<file path="config.mk">
export PLATFORM = sky130hd
export DESIGN_NAME = uart_tx_sched
export DESIGN_NICKNAME = d
export VERILOG_FILES = /design/src/rtl/uart_pkg.sv /design/src/rtl/uart_tx_sched_rr_pick.sv /design/src/rtl/uart_tx_sched.sv
export SDC_FILE = /design/constraint.sdc
export NUM_CORES = 1
export LEC_CHECK = 0
export BUFFER_PORTS_ARGS = -buffer_cell sky130_fd_sc_hd__buf_4
export CAP_MARGIN = 15
export CELL_PAD_IN_SITES_DETAIL_PLACEMENT = 0
export CELL_PAD_IN_SITES_GLOBAL_PLACEMENT = 1
export CORE_MARGIN = 2
export CORE_UTILIZATION = 39
export DETAILED_ROUTE_END_ITERATION = 16
export PLACE_DENSITY_LB_ADDON = 0.1
export SLEW_MARGIN = 10
export SYNTH_ARGS = -nofsm -noshare
export SYNTH_HDL_FRONTEND = slang
export SYNTH_SLANG_ARGS = --single-unit
</file>
<file path="constraint.sdc">
create_clock -name clk -period 2.38 [get_ports clk]
set_input_delay 0.357 -clock clk [delete_from_list [all_inputs] [get_ports clk]]
set_output_delay 0.357 -clock clk [all_outputs]
set_load 0.05 [all_outputs]
</file>
<file path="src/rtl/uart_pkg.sv">
// uart_pkg: FSM state encodings and width helper shared by the UART TX path
package uart_pkg;
  localparam int STATE_W = 2;
  localparam logic [STATE_W-1:0] S_IDLE   = 2'd0;
  localparam logic [STATE_W-1:0] S_ACCEPT = 2'd1;
  localparam logic [STATE_W-1:0] S_START  = 2'd2;
  localparam logic [STATE_W-1:0] S_WAIT   = 2'd3;
  function automatic int clog2(input int v);
    int r;
    r = 0;
    while ((1 << r) < v) r++;
    return r;
  endfunction
endpackage

</file>
<file path="src/rtl/uart_tx_sched_rr_pick.sv">
// rr_pick: first asserted request at or after the round-robin pointer, searched cyclically
module rr_pick import uart_pkg::*; #(
  parameter int N = 4,
  localparam int IW = clog2(N),
  localparam int SW = IW + 1
) (
  input  logic [N-1:0]  req_valid_i,
  input  logic [IW-1:0] rr_ptr_i,
  output logic          any_o,
  output logic [IW-1:0] idx_o
);
  logic [N-1:0]  rot;
  logic [SW-1:0] off;
  logic [SW-1:0] sum;
  assign rot   = N'({req_valid_i, req_valid_i} >> rr_ptr_i);
  assign any_o = |req_valid_i;
  always_comb begin
    off = '0;
    for (int k = N - 1; k >= 0; k--) off = rot[k] ? SW'(k) : off;
  end
  assign sum   = off + {1'b0, rr_ptr_i};
  assign idx_o = sum >= SW'(N) ? IW'(sum - SW'(N)) : sum[IW-1:0];
endmodule

</file>
<file path="src/rtl/uart_tx_sched.sv">
// uart_tx_sched: round-robin scheduler sharing one UART transmitter among N_REQ byte sources
module uart_tx_sched import uart_pkg::*; #(
  parameter int N_REQ       = 4,
  parameter int DATA_W      = 8,
  parameter int MAX_BURST   = 4,
  parameter int TIMEOUT_CYC = 2048,
  localparam int IW = clog2(N_REQ),
  localparam int BW = clog2(MAX_BURST + 1),
  localparam int WW = clog2(TIMEOUT_CYC)
) (
  input  logic                    clk,
  input  logic                    rst,
  input  logic [N_REQ-1:0]        req_valid_i,
  input  logic [N_REQ*DATA_W-1:0] req_data_i,
  output logic [N_REQ-1:0]        req_ready_o,
  output logic [DATA_W-1:0]       tx_data_o,
  output logic                    tx_start_o,
  input  logic                    tx_done_i,
  output logic [IW-1:0]           grant_id_o,
  output logic                    active_o,
  output logic                    err_timeout_o
);
  logic [STATE_W-1:0] state_q, state_d;
  logic [IW-1:0]      grant_q, grant_d, ptr_q, ptr_d, pick;
  logic [BW-1:0]      burst_q, burst_d;
  logic [WW-1:0]      wdog_q, wdog_d;
  logic [DATA_W-1:0]  data_q, data_d;
  logic [N_REQ-1:0]   ready_q, ready_d;
  logic               start_q, start_d, any, g_valid, expire, rel;
  rr_pick #(.N(N_REQ)) u_pick (
    .req_valid_i(req_valid_i),
    .rr_ptr_i   (ptr_q),
    .any_o      (any),
    .idx_o      (pick)
  );
  assign g_valid = req_valid_i[grant_q];
  assign expire  = (state_q == S_WAIT) && (wdog_q == WW'(TIMEOUT_CYC - 1)) && !tx_done_i;
  always_comb begin
    state_d = state_q;
    grant_d = grant_q;
    burst_d = burst_q;
    wdog_d  = wdog_q;
    data_d  = data_q;
    rel     = 1'b0;
    case (state_q)
      S_IDLE: if (any) begin
        grant_d = pick;
        state_d = S_ACCEPT;
      end
      S_ACCEPT: if (g_valid) begin
        data_d  = req_data_i[grant_q*DATA_W +: DATA_W];
        burst_d = burst_q + 1'b1;
        state_d = S_START;
      end else rel = 1'b1;
      S_START: begin
        wdog_d  = '0;
        state_d = S_WAIT;
      end
      default: begin
        wdog_d = wdog_q + 1'b1;
        if (tx_done_i) begin
          if (burst_q < BW'(MAX_BURST) && g_valid) state_d = S_ACCEPT;
          else rel = 1'b1;
        end else rel = expire;
      end
    endcase
    ptr_d   = rel ? (grant_q == IW'(N_REQ - 1) ? '0 : grant_q + 1'b1) : ptr_q;
    burst_d = rel ? '0 : burst_d;
    state_d = rel ? S_IDLE : state_d;
    ready_d = state_d == S_ACCEPT ? N_REQ'(1) << grant_d : '0;
    start_d = state_d == S_START;
  end
  always_ff @(posedge clk or posedge rst) begin
    if (rst) begin
      state_q <= S_IDLE;
      grant_q <= '0;
      ptr_q   <= '0;
      burst_q <= '0;
      wdog_q  <= '0;
      data_q  <= '0;
      ready_q <= '0;
      start_q <= 1'b0;
    end else begin
      state_q <= state_d;
      grant_q <= grant_d;
      ptr_q   <= ptr_d;
      burst_q <= burst_d;
      wdog_q  <= wdog_d;
      data_q  <= data_d;
      ready_q <= ready_d;
      start_q <= start_d;
    end
  end
  assign req_ready_o   = ready_q;
  assign tx_data_o     = data_q;
  assign tx_start_o    = start_q;
  assign grant_id_o    = grant_q;
  assign active_o      = state_q != S_IDLE;
  assign err_timeout_o = expire;
endmodule

</file>
Word-level counts from Yosys, hierarchy flattened
Cells that the tools add are included.
- logic and storage cells: 64
- output and inout bits: 17
- bits in registers: 33
- bits of input ports: 39
- shifts and indexed selects: 3
- eq/ne operators: 7
- add/subtract/negate cells: 5
- reduce and logical (&&, ||, !) cells: 13
- multiplexer cells: 25
- $lt $le $gt $ge: 3
- operators with widths (kind ; count):
    indexed part select 32 x 6 -> 8 bit ; 1
    case mux 11 bit (2 select lines) ; 1
    2-to-1 mux 2 bit ; 10
    2-to-1 mux 3 bit ; 6
    adder 11 x 1 -> 11 bit, second input constant ; 1
    == test 11 bit, second input constant ; 1
    == test 2 bit, second input constant ; 4
    right shift 8 x 2 -> 4 bit ; 1
    case mux 2 bit (3 select lines) ; 1
    nonzero test 2 bit ; 3
    == test 2 x 1 -> 1 bit, second input constant ; 2
    2-to-1 mux 1 bit ; 4
    2-to-1 mux 4 bit ; 1
    AND reduction 2 bit ; 2
    OR reduction 2 bit ; 2
    OR reduction 4 bit ; 1
    << shifter 1 x 2 -> 4 bit, first input constant ; 1
    adder 3 x 1 -> 3 bit, second input constant ; 1
    adder 3 x 2 -> 3 bit ; 1
    greater-or-equal comparator 3 bit, second input constant ; 1
    logical AND 1 bit ; 3
    < comparator 2 x 3 -> 1 bit, second input constant ; 1
    < comparator 3 bit, second input constant ; 1
    adder 2 x 1 -> 2 bit, second input constant ; 1
    other kinds (5) ; 5

Depth between registers and ports, before layout
- depth in word-level cells: 12
- mapped depth: 8
- depth with buffers taken out: 7

Cells and area by module
A second synthesis with hierarchy kept.
- cells, all modules: 186
- area total of the unflattened synthesis: 1998.2 um2
- modules (own cells, without submodules) (module ; area an instance (um2) ; times used ; cells each ; seq. area each (um2)):
    uart_tx_sched ; 1819.2 ; 1 ; 159 ; 825.8
    rr_pick ; 178.9 ; 1 ; 27 ; 0.0

Worst setup path before layout
Ideal clock, no wire load.
- path kind: register to output
- start point: register wdog_q[0]
- end point: output port err_timeout_o
- buffers on the path: 0
- arrival time: 2.256 ns
- cell stages (with the launch flop): 5
- slack: -0.233 ns
- required time: 2.023 ns
- path through: dfrtp_1 ha_1 nand3_1 nor4_1 nor3b_1
- longest elaborated chain between the ends: 3
- ends and longest elaborated chain (element ; RTL line ; text):
    start, declared ; uart_tx_sched.sv:26 ; logic [WW-1:0] wdog_q, wdog_d;
    start signal, assigned ; uart_tx_sched.sv:88 ; wdog_q <= wdog_d;
    == test 11 bit ; uart_tx_sched.sv:37 ; assign expire = (state_q == S_WAIT) && (wdog_q == WW'(TIMEOUT_CYC - 1)) && !tx_done_i;
    logical AND 1 bit (2 in a row) ; uart_tx_sched.sv:37 ;
    end, declared ; uart_tx_sched.sv:21 ; output logic err_timeout_o
Every way passes these cells.

Worst setup path in the final report
Ends and elaborated chain as after synthesis.

==> impl_metrics.prom <==
# TYPE chip_impl_metric gauge
chip_impl_info{name="run_status",value="finished clean"} 1
chip_impl_metric{name="clock_buffers_created_by_tritoncts",unit=""} 5
chip_impl_metric{name="worstRegToRegCells",unit=""} 5
chip_impl_metric{name="critPathMaxFanout",unit=""} 6
chip_impl_metric{name="initial_drc_count",unit=""} 72
chip_impl_metric{name="synthesis.yosys.warnings",unit=""} 0
chip_impl_metric{name="drc",unit=""} 0
chip_impl_metric{name="hold_ws",unit="ps"} 163.4
chip_impl_metric{name="fp.coreArea",unit="mm²"} 0.004723
chip_impl_info{name="reg2reg_to",value="burst_q[1]$_DFFE_PP0P_"} 1
chip_impl_info{name="critical_path_cell_list",value="ha_1 > nand3_2 > nor4_4 > nor3b_2 > buf_4"} 1
chip_impl_metric{name="num-nets-final",unit=""} 279
chip_impl_info{name="synth_top_cell_by_area",value="dfrtp_1"} 1
chip_impl_metric{name="worst_pin_slew",unit="ps"} 511.6
chip_impl_metric{name="std_cell_rows",unit=""} 25
chip_impl_metric{name="detail_route.wirelength",unit="mm"} 4.893
chip_impl_metric{name="grt_pass1_wl",unit="mm"} 7.845
chip_impl_metric{name="ctsHtreeMaxLevel",unit=""} 2
chip_impl_metric{name="route.antenna.remaining_nets",unit=""} 0
chip_impl_metric{name="timing_max_transition_violations_final",unit=""} 0
chip_impl_metric{name="cellLeakagePower",unit="µW"} 0.001171
chip_impl_metric{name="hpwl",unit="mm"} 3.640
chip_impl_metric{name="min_period_over_period",unit=""} 0.9405
chip_impl_metric{name="grt_pass1_vias",unit=""} 1657
chip_impl_metric{name="synthToLayoutAreaGrowth",unit="%"} 31.66
chip_impl_metric{name="syn_area",unit="mm²"} 0.001917
chip_impl_metric{name="setup.reg_to_reg.worst_slack",unit="ps"} 500
chip_impl_metric{name="drive_above_1_share",unit=""} 0.4051
chip_impl_metric{name="synth_edf_count",unit=""} 0
chip_impl_metric{name="critical-path-max-stage-delay",unit="ps"} 410
chip_impl_metric{name="cts-root-to-sink-buffers",unit=""} 2
chip_impl_info{name="critical-path-slowest-cell",value="dfrtp_1"} 1
chip_impl_info{name="synthFlopType",value="dfrtp_1"} 1
chip_impl_metric{name="cp_data_arrival_time",unit="ps"} 1880
chip_impl_metric{name="final_hold_viol_count",unit=""} 0
chip_impl_info{name="category_of_the_critical_setup_timing_path",value="flop to primary output"} 1
chip_impl_metric{name="num_antenna_cells",unit=""} 0
chip_impl_metric{name="layout_min_cycle_time",unit="ps"} 2238
chip_impl_metric{name="dr.pass1.iters",unit=""} 4
chip_impl_metric{name="groute.usage.overall",unit=""} 0.1898
chip_impl_info{name="r2r-start",value="wdog_q[0]$_DFFE_PP0N_"} 1
chip_impl_metric{name="wl_per_cell",unit="µm"} 16.10
chip_impl_metric{name="synth_seq_area_share",unit=""} 0.4308
chip_impl_metric{name="io_pins",unit=""} 56
chip_impl_metric{name="port_buf_inserts",unit=""} 55
chip_impl_metric{name="die_h",unit="µm"} 74.11
chip_impl_metric{name="clock_sinks",unit=""} 33
chip_impl_metric{name="power.ir.vdd_worst",unit="µV"} 716.5
chip_impl_info{name="yosysMostFrequentCell",value="dfrtp_1"} 1
chip_impl_metric{name="synth_top_area_frac",unit=""} 0.4308
chip_impl_metric{name="clock-skew-final",unit="ps"} 5.811
chip_impl_metric{name="worstSkewPairLatency",unit="ps"} 280
chip_impl_metric{name="route.detailed.vias_per_inst",unit=""} 5.342
chip_impl_metric{name="post_synth_num_cell_types",unit=""} 41
chip_impl_metric{name="cts_setup_buffers",unit=""} 0
chip_impl_metric{name="mean_area_per_synthesized_cell",unit="µm²"} 10.89
chip_impl_metric{name="cp_data_required_time",unit="ps"} 2020
chip_impl_metric{name="start_util",unit=""} 0.4058
chip_impl_info{name="tritoncts",value="done"} 1
chip_impl_metric{name="setup_total_negative_slack",unit="ps"} 0
chip_impl_metric{name="worstPathBufferInverterCount",unit=""} 1
chip_impl_info{name="cts-root-buf",value="clkbuf_8"} 1
chip_impl_metric{name="cts.repair.resized",unit=""} 1
chip_impl_metric{name="cellPowerDensity",unit="mW/mm²"} 1329
chip_impl_info{name="timing.hold.worst.class",value="input pin to async pin"} 1
chip_impl_info{name="path_delay_family",value="simple AND/OR/NAND/NOR gates"} 1
chip_impl_metric{name="report.final.setup_viol",unit=""} 0
chip_impl_info{name="rsz0062_at_grt",value="false"} 1
chip_impl_metric{name="antenna_found_initial",unit=""} 0
chip_impl_metric{name="post_synth_inst_count",unit=""} 176
chip_impl_metric{name="synth-seq-cells",unit=""} 33
chip_impl_metric{name="grt_remaining_overflow",unit=""} 0
chip_impl_metric{name="max_cap_viol_count",unit=""} 0
chip_impl_metric{name="ys_async_sr_fraction",unit=""} 1.000
chip_impl_info{name="post_synth_main_area_contributors",value="dfrtp_1 (43%), mux4_2 (11%), mux2_4 (4.7%)"} 1
chip_impl_metric{name="cts_hold_repair.buffers",unit=""} 0
chip_impl_metric{name="synth_fp_nets",unit=""} 219
chip_impl_metric{name="die_x",unit="µm"} 74.11
chip_impl_metric{name="grt_start_max_net_pins",unit=""} 34
chip_impl_metric{name="fmaxAchievable",unit="GHz"} 0.4468
chip_impl_info{name="worst_setup_path_start_kind",value="flop"} 1
chip_impl_metric{name="vias",unit=""} 1624
chip_impl_metric{name="gp_congestion",unit=""} 0.8163
chip_impl_metric{name="cts.reportedPaths.clkPinSlew",unit="ps"} 70
chip_impl_metric{name="timing.max_slew.rel_slack",unit=""} 0.6535
chip_impl_info{name="synth_common_cells",value="dfrtp_1 (33), nand2_1 (16), nor2_1 (15)"} 1
chip_impl_info{name="sort_of_element_at_the_end_of_the_critical_path",value="primary output"} 1
chip_impl_metric{name="die-area",unit="mm²"} 0.005492
-- worst max-delay path by stage --
stage                               start            end  slack [ps]  cells past startpoint
floorplan           wdog_q[0]$_DFFE_PP0N_  err_timeout_o         250                      4
global placement    wdog_q[0]$_DFFE_PP0N_  err_timeout_o         330                      5
detailed placement  wdog_q[0]$_DFFE_PP0N_  err_timeout_o         310                      5
CTS                 wdog_q[0]$_DFFE_PP0N_  err_timeout_o          50                      5
global route        wdog_q[0]$_DFFE_PP0N_  err_timeout_o           8                      5
finish              wdog_q[0]$_DFFE_PP0N_  err_timeout_o         140                      5
-- stage by stage --
stage               cells  total power, µW  setup slack (ps)  instance area [µm²]    util
floorplan             176             2393             254.5                 1922       -
global placement      296             2871             327.0                 2417  0.5118
detailed placement    296             2942             311.6                 2417  0.5118
CTS                   304             3382             52.04                 2510  0.5314
global route          304             3553             7.627                 2524  0.5343
finish                304             3354             141.7                 2524  0.5343
-- cells by family after synthesis --
logic type               after synthesis  share of synthesized area
XOR/XNOR                               5                    0.02285
multiplexers                          22                     0.1926
adder cells (fa/ha/maj)                4                    0.02611
flip-flops                            33                     0.4308
AO/OA/AOI/OAI                         37                     0.1404
buffers and inverters                 18                    0.04373
AND/OR/NAND/NOR                       57                     0.1436
-- layout by cell type (no fill, tap or decap), drive strengths merged, types with 2 or more instances in the layout --
cell type / instances
buf: 61
dfrtp: 33
nand2: 16
nor2: 15
mux2: 11
inv: 10
o21ai: 10
mux4: 9
nand3: 7
a21oi: 5
clkbuf: 5
o2bb2ai: 4
ha: 4
a22o: 3
xor2: 3
a32o: 3
o31ai: 3
nor3: 3
nor4: 3
nand4: 2
xnor2: 2
nor2b: 2
o22a: 2
or2: 2
mux2i: 2
clkinv: 2
and3: 2
-- registers in the layout, summed over array words and instances (netlist names) --
register and flops:
burst_q 3, tx_start_o 1, state_q 2, wdog_q 11, ptr_q 2, grant_id_o 2, tx_data_o 8, req_ready_o 4
-- worst min-delay path: cells and delay by family --
kind | cells | cell delay [ps]
buffers and inverters | 3 | 520
-- per-layer routing --
metal | share of wire | up-vias | track usage
li1 | - | 770 | -
met1 | 0.42 | 818 | 0.2338
met2 | 0.54 | 32 | 0.3214
met3 | 0.029 | 4 | 0.04743
met4 | 0.011 | 0 | 0.07273
met5 | 0 | - | 0
-- area by class of cell --
class	instances	area (µm²)
repair buffers	61	457.9
clock inverters	3	17.52
clock buffers	5	68.82
flip-flops and latches	33	825.8
well taps	67	83.83
fillers	428	2200
inverters	10	37.54
multi-input cells	125	1032
-- power breakdown --
part           switching, µW  internal, µW  total, µW  leakage, µW
Combinational           1150           811       1960     0.000708
Clock                    222           202        424    0.0000439
Sequential               182           789        970     0.000419
(Power assumes the default switching activity.)
